`src/rtl/voice_sched_pkg.sv`:
```
// Shared state encoding, widths and mix saturation for the voice scheduler slice.
package voice_sched_pkg;

  typedef enum logic [1:0] {
    ST_READ    = 2'd0,
    ST_COMPUTE = 2'd1,
    ST_UPDATE  = 2'd2,
    ST_IDLE    = 2'd3
  } pipe_state_e;

  localparam int WT_PHASE_W = 10;
  localparam int WAVE_W     = 4;
  localparam int SAMPLE_W   = 16;
  localparam int MIX_ACC_W  = 24;

  localparam logic signed [MIX_ACC_W-1:0] MIX_MAX = MIX_ACC_W'(32767);
  localparam logic signed [MIX_ACC_W-1:0] MIX_MIN = MIX_ACC_W'(-32768);

  // Wide accumulator can hold 256 full-scale voices; only the output is clamped.
  function automatic logic signed [SAMPLE_W-1:0] clamp_mix(input logic signed [MIX_ACC_W-1:0] acc);
    if (acc > MIX_MAX)
      return SAMPLE_W'(32767);
    else if (acc < MIX_MIN)
      return SAMPLE_W'(-32768);
    else
      return acc[SAMPLE_W-1:0];
  endfunction

endpackage

```
`src/rtl/voice_param_regs.sv`:
```
// Per-voice delta, phase, wave and gate storage with one read port,
// a phase write-back port and a parameter write port.
module voice_param_regs
  import voice_sched_pkg::*;
#(
  parameter int NUM_VOICES = 16,
  parameter int PHASE_W    = 24
) (
  input  logic               i_clk,
  input  logic               i_reset,
  input  logic [7:0]         rd_voice,
  output logic [PHASE_W-1:0] rd_delta,
  output logic [PHASE_W-1:0] rd_phase,
  output logic [WAVE_W-1:0]  rd_wave,
  output logic               rd_gate,
  input  logic               ph_we,
  input  logic [7:0]         ph_voice,
  input  logic [PHASE_W-1:0] ph_data,
  input  logic               wr_en,
  input  logic [7:0]         wr_voice,
  input  logic [PHASE_W-1:0] wr_delta,
  input  logic [WAVE_W-1:0]  wr_wave,
  input  logic               wr_gate
);

  logic [PHASE_W-1:0] delta_q [NUM_VOICES];
  logic [PHASE_W-1:0] phase_q [NUM_VOICES];
  logic [WAVE_W-1:0]  wave_q  [NUM_VOICES];
  logic               gate_q  [NUM_VOICES];

  always_comb begin
    rd_delta = '0;
    rd_phase = '0;
    rd_wave  = '0;
    rd_gate  = 1'b0;
    for (int v = 0; v < NUM_VOICES; v++) begin
      if (rd_voice == 8'(v)) begin
        rd_delta = delta_q[v];
        rd_phase = phase_q[v];
        rd_wave  = wave_q[v];
        rd_gate  = gate_q[v];
      end
    end
  end

  // Out-of-range write indices match no voice, so such writes vanish here.
  // A gate-off write zeroes the phase and wins over a same-cycle write-back.
  always_ff @(posedge i_clk or negedge i_reset) begin
    if (!i_reset) begin
      for (int v = 0; v < NUM_VOICES; v++) begin
        delta_q[v] <= '0;
        phase_q[v] <= '0;
        wave_q[v]  <= '0;
        gate_q[v]  <= 1'b0;
      end
    end else begin
      for (int v = 0; v < NUM_VOICES; v++) begin
        if (ph_we && ph_voice == 8'(v))
          phase_q[v] <= ph_data;
        if (wr_en && wr_voice == 8'(v)) begin
          delta_q[v] <= wr_delta;
          wave_q[v]  <= wr_wave;
          gate_q[v]  <= wr_gate;
          if (gate_q[v] && !wr_gate)
            phase_q[v] <= '0;
        end
      end
    end
  end

endmodule

```
`src/rtl/voice_scheduler.sv`:
```
// Sweeps every voice through the wavetable's read/compute/update pipeline on each
// sample tick, advances phases, and sums the returned samples into a saturated mix.
module voice_scheduler
  import voice_sched_pkg::*;
#(
  parameter int NUM_VOICES = 16,
  parameter int PHASE_W    = 24
) (
  input  logic                       i_clk,
  input  logic                       i_reset,
  input  logic                       i_sample_tick,
  output logic [7:0]                 o_voice_index,
  output logic [1:0]                 o_pipeline_state,
  output logic [WT_PHASE_W-1:0]      o_phase,
  output logic [WAVE_W-1:0]          o_wave_select,
  input  logic signed [SAMPLE_W-1:0] i_sample,
  input  logic                       i_upd_valid,
  output logic                       o_upd_ready,
  input  logic [7:0]                 i_upd_voice,
  input  logic [PHASE_W-1:0]         i_upd_delta,
  input  logic [WAVE_W-1:0]          i_upd_wave,
  input  logic                       i_upd_gate,
  output logic signed [SAMPLE_W-1:0] o_mix,
  output logic                       o_mix_valid,
  output logic                       o_busy,
  output logic                       o_overrun
);

  pipe_state_e                  state_q, state_d;
  logic [7:0]                   voice_q;
  logic                         pending_q, overrun_q, mix_valid_q;
  logic signed [MIX_ACC_W-1:0]  acc_q, acc_sum, sample_term;
  logic signed [SAMPLE_W-1:0]   mix_q;
  logic                         last_voice, start_sweep, in_update, upd_fire;
  logic [PHASE_W-1:0]           rd_delta, rd_phase, ph_data;
  logic [WAVE_W-1:0]            rd_wave;
  logic                         rd_gate;

  assign last_voice  = (voice_q == 8'(NUM_VOICES - 1));
  assign start_sweep = (state_q == ST_IDLE) && (pending_q || i_sample_tick);

  always_ff @(posedge i_clk or negedge i_reset) begin
    if (!i_reset)
      state_q <= ST_IDLE;
    else
      state_q <= state_d;
  end

  always_comb begin
    state_d = state_q;
    case (state_q)
      ST_IDLE:    if (start_sweep) state_d = ST_READ;
      ST_READ:    state_d = ST_COMPUTE;
      ST_COMPUTE: state_d = ST_UPDATE;
      ST_UPDATE:  state_d = last_voice ? ST_IDLE : ST_READ;
      default:    state_d = ST_IDLE;
    endcase
  end

  // Ready comes from registered state only, so it never depends on i_upd_valid.
  always_comb begin
    o_busy      = (state_q != ST_IDLE);
    o_upd_ready = (state_q == ST_IDLE) || (state_q == ST_UPDATE);
    in_update   = (state_q == ST_UPDATE);
  end

  always_ff @(posedge i_clk or negedge i_reset) begin
    if (!i_reset)
      voice_q <= '0;
    else if (in_update)
      voice_q <= last_voice ? 8'd0 : voice_q + 8'd1;
  end

  // A tick landing on the cycle that consumes the pending flag re-arms it without overrun.
  always_ff @(posedge i_clk or negedge i_reset) begin
    if (!i_reset) begin
      pending_q <= 1'b0;
      overrun_q <= 1'b0;
    end else if (start_sweep) begin
      pending_q <= pending_q && i_sample_tick;
    end else if (i_sample_tick) begin
      pending_q <= 1'b1;
      if (pending_q)
        overrun_q <= 1'b1;
    end
  end

  assign sample_term = rd_gate ? MIX_ACC_W'(i_sample) : '0;
  assign acc_sum     = acc_q + sample_term;

  always_ff @(posedge i_clk or negedge i_reset) begin
    if (!i_reset) begin
      acc_q       <= '0;
      mix_q       <= '0;
      mix_valid_q <= 1'b0;
    end else begin
      mix_valid_q <= 1'b0;
      if (in_update) begin
        if (last_voice) begin
          mix_q       <= clamp_mix(acc_sum);
          mix_valid_q <= 1'b1;
          acc_q       <= '0;
        end else begin
          acc_q <= acc_sum;
        end
      end
    end
  end

  // Phase advance reads the delta register before any same-cycle write lands.
  assign ph_data  = rd_gate ? rd_phase + rd_delta : '0;
  assign upd_fire = i_upd_valid && o_upd_ready;

  voice_param_regs #(
    .NUM_VOICES (NUM_VOICES),
    .PHASE_W    (PHASE_W)
  ) u_regs (
    .i_clk    (i_clk),
    .i_reset  (i_reset),
    .rd_voice (voice_q),
    .rd_delta (rd_delta),
    .rd_phase (rd_phase),
    .rd_wave  (rd_wave),
    .rd_gate  (rd_gate),
    .ph_we    (in_update),
    .ph_voice (voice_q),
    .ph_data  (ph_data),
    .wr_en    (upd_fire),
    .wr_voice (i_upd_voice),
    .wr_delta (i_upd_delta),
    .wr_wave  (i_upd_wave),
    .wr_gate  (i_upd_gate)
  );

  assign o_voice_index    = voice_q;
  assign o_pipeline_state = state_q;
  assign o_phase          = rd_phase[PHASE_W-1 -: WT_PHASE_W];
  assign o_wave_select    = rd_wave;
  assign o_mix            = mix_q;
  assign o_mix_valid      = mix_valid_q;
  assign o_overrun        = overrun_q;

endmodule
```
`config.mk`:
```
export PLATFORM = sky130hd
export DESIGN_NAME = voice_scheduler
export DESIGN_NICKNAME = d
export VERILOG_FILES = /design/src/rtl/voice_sched_pkg.sv /design/src/rtl/voice_param_regs.sv /design/src/rtl/voice_scheduler.sv
export SDC_FILE = /design/constraint.sdc
export NUM_CORES = 2
export LEC_CHECK = 0
export CORE_ASPECT_RATIO = 0.6
export CORE_MARGIN = 2
export CORE_UTILIZATION = 27
export CTS_CLUSTER_SIZE = 20
export DETAILED_ROUTE_END_ITERATION = 10
export PLACE_DENSITY = 0.48
export SLEW_MARGIN = 25
export SYNTH_ARGS = -nofsm -noshare
export SYNTH_HDL_FRONTEND = slang
export SYNTH_HIERARCHICAL = 1
export SYNTH_SLANG_ARGS = --single-unit
```
`constraint.sdc`:
```
create_clock -name i_clk -period 11.5 [get_ports i_clk]
set_input_delay 2.875 -clock i_clk [delete_from_list [all_inputs] [get_ports i_clk]]
set_output_delay 2.875 -clock i_clk [all_outputs]
set_load 0.02 [all_outputs]
```
==> flow_summary.json <==
{
  "status": "finished clean",
  "yosys_warnings": 6,
  "rows": 116,
  "cts_root_buffer": "clkbuf_16",
  "drive_above_1_share_pct": 20.7,
  "gp_congestion": 0.890,
  "drt-vias-per-instance": 5.49,
  "syn-num-nets": 4565,
  "maxSlewViolCount": 0,
  "fin_util_pct": 31.2,
  "htreeDepth": 3,
  "hpwl_um": 114000,
  "ios": 101,
  "avgSynthCellArea_um2": 10.3,
  "vias": 36700,
  "clock_path_buffers": 3,
  "worst_ep_required_time_ns": 8.63,
  "synth_ff_type": "dfrtp_1",
  "post-cts-setup-buffer-count": 0,
  "ys_seq_area_share_pct": 49.3,
  "cts_tree": "built",
  "nets": 4469,
  "drc_errors": 0,
  "cts.hold.buffers_added": 0,
  "fin_cells": 6680,
  "crit_type": "register to primary output",
  "fin_setup_tns_ns": 0,
  "power.leakage_nw": 22.8,
  "fill_cells": 17200,
  "routed_wl_um": 183000,
  "die_h_um": 323,
  "numCtsBuffers": 94,
  "finalCritPeriodShare_pct": 70.2,
  "rsz0062_at_grt": "no",
  "max_freq_mhz": 124,
  "area.growth.synth_to_final_pct": 14.4,
  "maxCapViolCount": 0,
  "critPathMaxFanout": 20,
  "final_hold_viol_count": 0,
  "port_buffers": 100,
  "synth_async_sr_flop_share_pct": 100,
  "synth-edff-count": 0,
  "syn-cell-area_um2": 45700,
  "die_area_um2": 173000,
  "start_util_pct": 27.3,
  "post_cts_resize_count": 0,
  "start_kind": "register",
  "ant_nets": 0,
  "max_slew_margin_pct": 20.1,
  "drt-pass1-iter-count": 6,
  "peakVddDrop_v": 0.000113,
  "track_usage_pct": 20.8,
  "worstPathArrival_ns": 5.20,
  "clock_sinks": 901,
  "insertion_delay_ns": 0.73,
  "power_density_nw_per_um2": 125,
  "period_needed_ns": 8.07,
  "critPathCaptureType": "primary output",
  "tightest_slew_ns": 1.20,
  "grt_pass1_vias": 35500,
  "overflow": 0,
  "ys_ff_latch": 901,
  "drt_iter0_drc": 4575,
  "holdCritPathClass": "register to register",
  "wl_per_cell_um": 27.3,
  "dp_cells": 6508,
  "cts.clk_slew.worst_paths_ns": 0.06,
  "synthDistinctLibCells": 92,
  "grt_max_degree": 133,
  "clock_skew_ns": 0.0482,
  "setup_viol": 0,
  "grt_pass1_wl_um": 264000,
  "die_w_um": 535,
  "fp.coreArea_um2": 167000,
  "syn_inst": 4459,
  "antenna_found_initial": 4
}
area by class of cell:
type / instances / area, um2 / share of cell area, %
clock buffers: 134 / 2700 / 5.15
inverters: 25 / 96.3 / 0.184
repair buffers: 223 / 2000 / 3.83
diodes: 4 / 10.0 / 0.0191
clock inverters: 33 / 399 / 0.763
multi-input cells: 3118 / 21700 / 41.6
well taps: 2242 / 2810 / 5.36
flip-flops and latches: 901 / 22600 / 43.1
flip-flops by register name, summed over array words and instances (netlist names):
signal            count
o_voice_index         8
o_mix_valid           1
pending_q             1
o_overrun             1
o_mix                16
u_regs/delta_q      384
u_regs/gate_q        16
u_regs/wave_q        64
u_regs/phase_q      384
o_pipeline_state      2
acc_q                24
logic make-up (layout without fill, tap and decap cells):
family	Yosys count	in the layout	synth area share, %
AOI/OAI and AO/OA	1008	1008	13.3
adders and majority gates	50	50	1.40
DFF	901	901	49.3
and+or+nand+nor	1266	1266	12.1
other	0	4	0
buffers and inverters	440	415	3.89
muxes	753	753	19.3
xor gates and xnor gates	41	41	0.785
metal layers:
metal	vias up	global-route usage [%]	routed length [um]
met5	-	0	0
met3	213	5.50	18100
li1	15700	-	-
met1	19000	32.8	90000
met4	0	3.87	3060
met2	1795	27.7	71500
synthesized netlist by cell type (26+ instances only):
cell type,n,share of area (%)
mux2i_1,181,4.0
dfrtp_1,899,49
o22ai_1,88,1.2
buf_2,65,0.71
nand2_1,638,5.2
a22o_1,38,0.73
a31oi_1,28,0.38
a21oi_1,531,5.8
mux2_2,502,12
mux4_2,50,2.5
buf_1,26,0.21
and2_1,36,0.49
ha_1,47,1.3
clkbuf_1,316,2.6
o21ai_0,119,1.3
nor2_1,255,2.1
nand3_1,199,2.2
where the power goes:
group / total, mW / leakage (nW) / internal [mW] / switching [mW]
Clock: 3.16 / 1.52 / 1.77 / 1.39
Sequential: 3.22 / 12.5 / 3.20 / 0.0171
Combinational: 0.183 / 8.80 / 0.0576 / 0.126
Total: 6.56 / 22.8 / 5.03 / 1.53
per-stage QoR:
stage                     instance area (um2)  hold WS, ns  power, mW  worst slack (ns)
after floorplan                         45700        0.456       3.33              5.59
after global placement                  49100        0.472       3.46              4.19
after detailed placement                49200        0.477       3.46              4.11
after CTS                               52200        0.494       6.63              3.48
after global routing                    52300        0.506       6.78              3.26
final                                   52300        0.491       6.56              3.43
final timing paths:
path | to | from | cells after the start | slack (ns)
setup / recovery | o_phase[5] | o_voice_index[7] | 9 | 3.43
hold / removal | u_regs/delta_q[283] | u_regs/delta_q[283] | 1 | 0.49
setup reg to reg | o_mix[3] | o_voice_index[7] | 20 | 4.07
hold reg to reg | u_regs/delta_q[283] | u_regs/delta_q[283] | 1 | 0.49
max in group asynchronous | u_regs/phase_q[361] | i_reset | 3 | 6.87
min in group asynchronous | u_regs/phase_q[134] | i_reset | 1 | 2.16
placed cells by master (no fill, tap or decap), types with 15 or more instances in the layout:
cell type        instances
a21o_1                  17
a21oi_1                531
a22o_1                  38
a22oi_1                 20
a31oi_1                 27
and2_1                  33
buf_4                  115
clkbuf_1                23
clkbuf_16               96
clkbuf_8                15
clkdlybuf4s50_1         99
clkinv_2                17
dfrtp_1                897
ha_1                    47
inv_1                   23
mux2_1                  20
mux2_2                 502
mux2i_1                180
mux4_2                  50
nand2_1                630
nand3_1                188
nor2_1                 246
nor3_1                  22
o211ai_1                19
o21ai_0                118
o22ai_1                 88
o2bb2ai_1               18
xnor2_1                 24
xor2_1                  17
critical path, cell delays in order (launching register included):
cell             delay (ns)
dfrtp_1                0.46
nor4_4                 0.85
nand3b_1               0.27
buf_4                  0.34
nor2_2                 0.49
buf_4                  0.47
a221o_1                0.29
a222oi_1               0.14
nor2_1                 0.34
clkdlybuf4s50_1        0.78
Power figures use the tool's default switching activity.
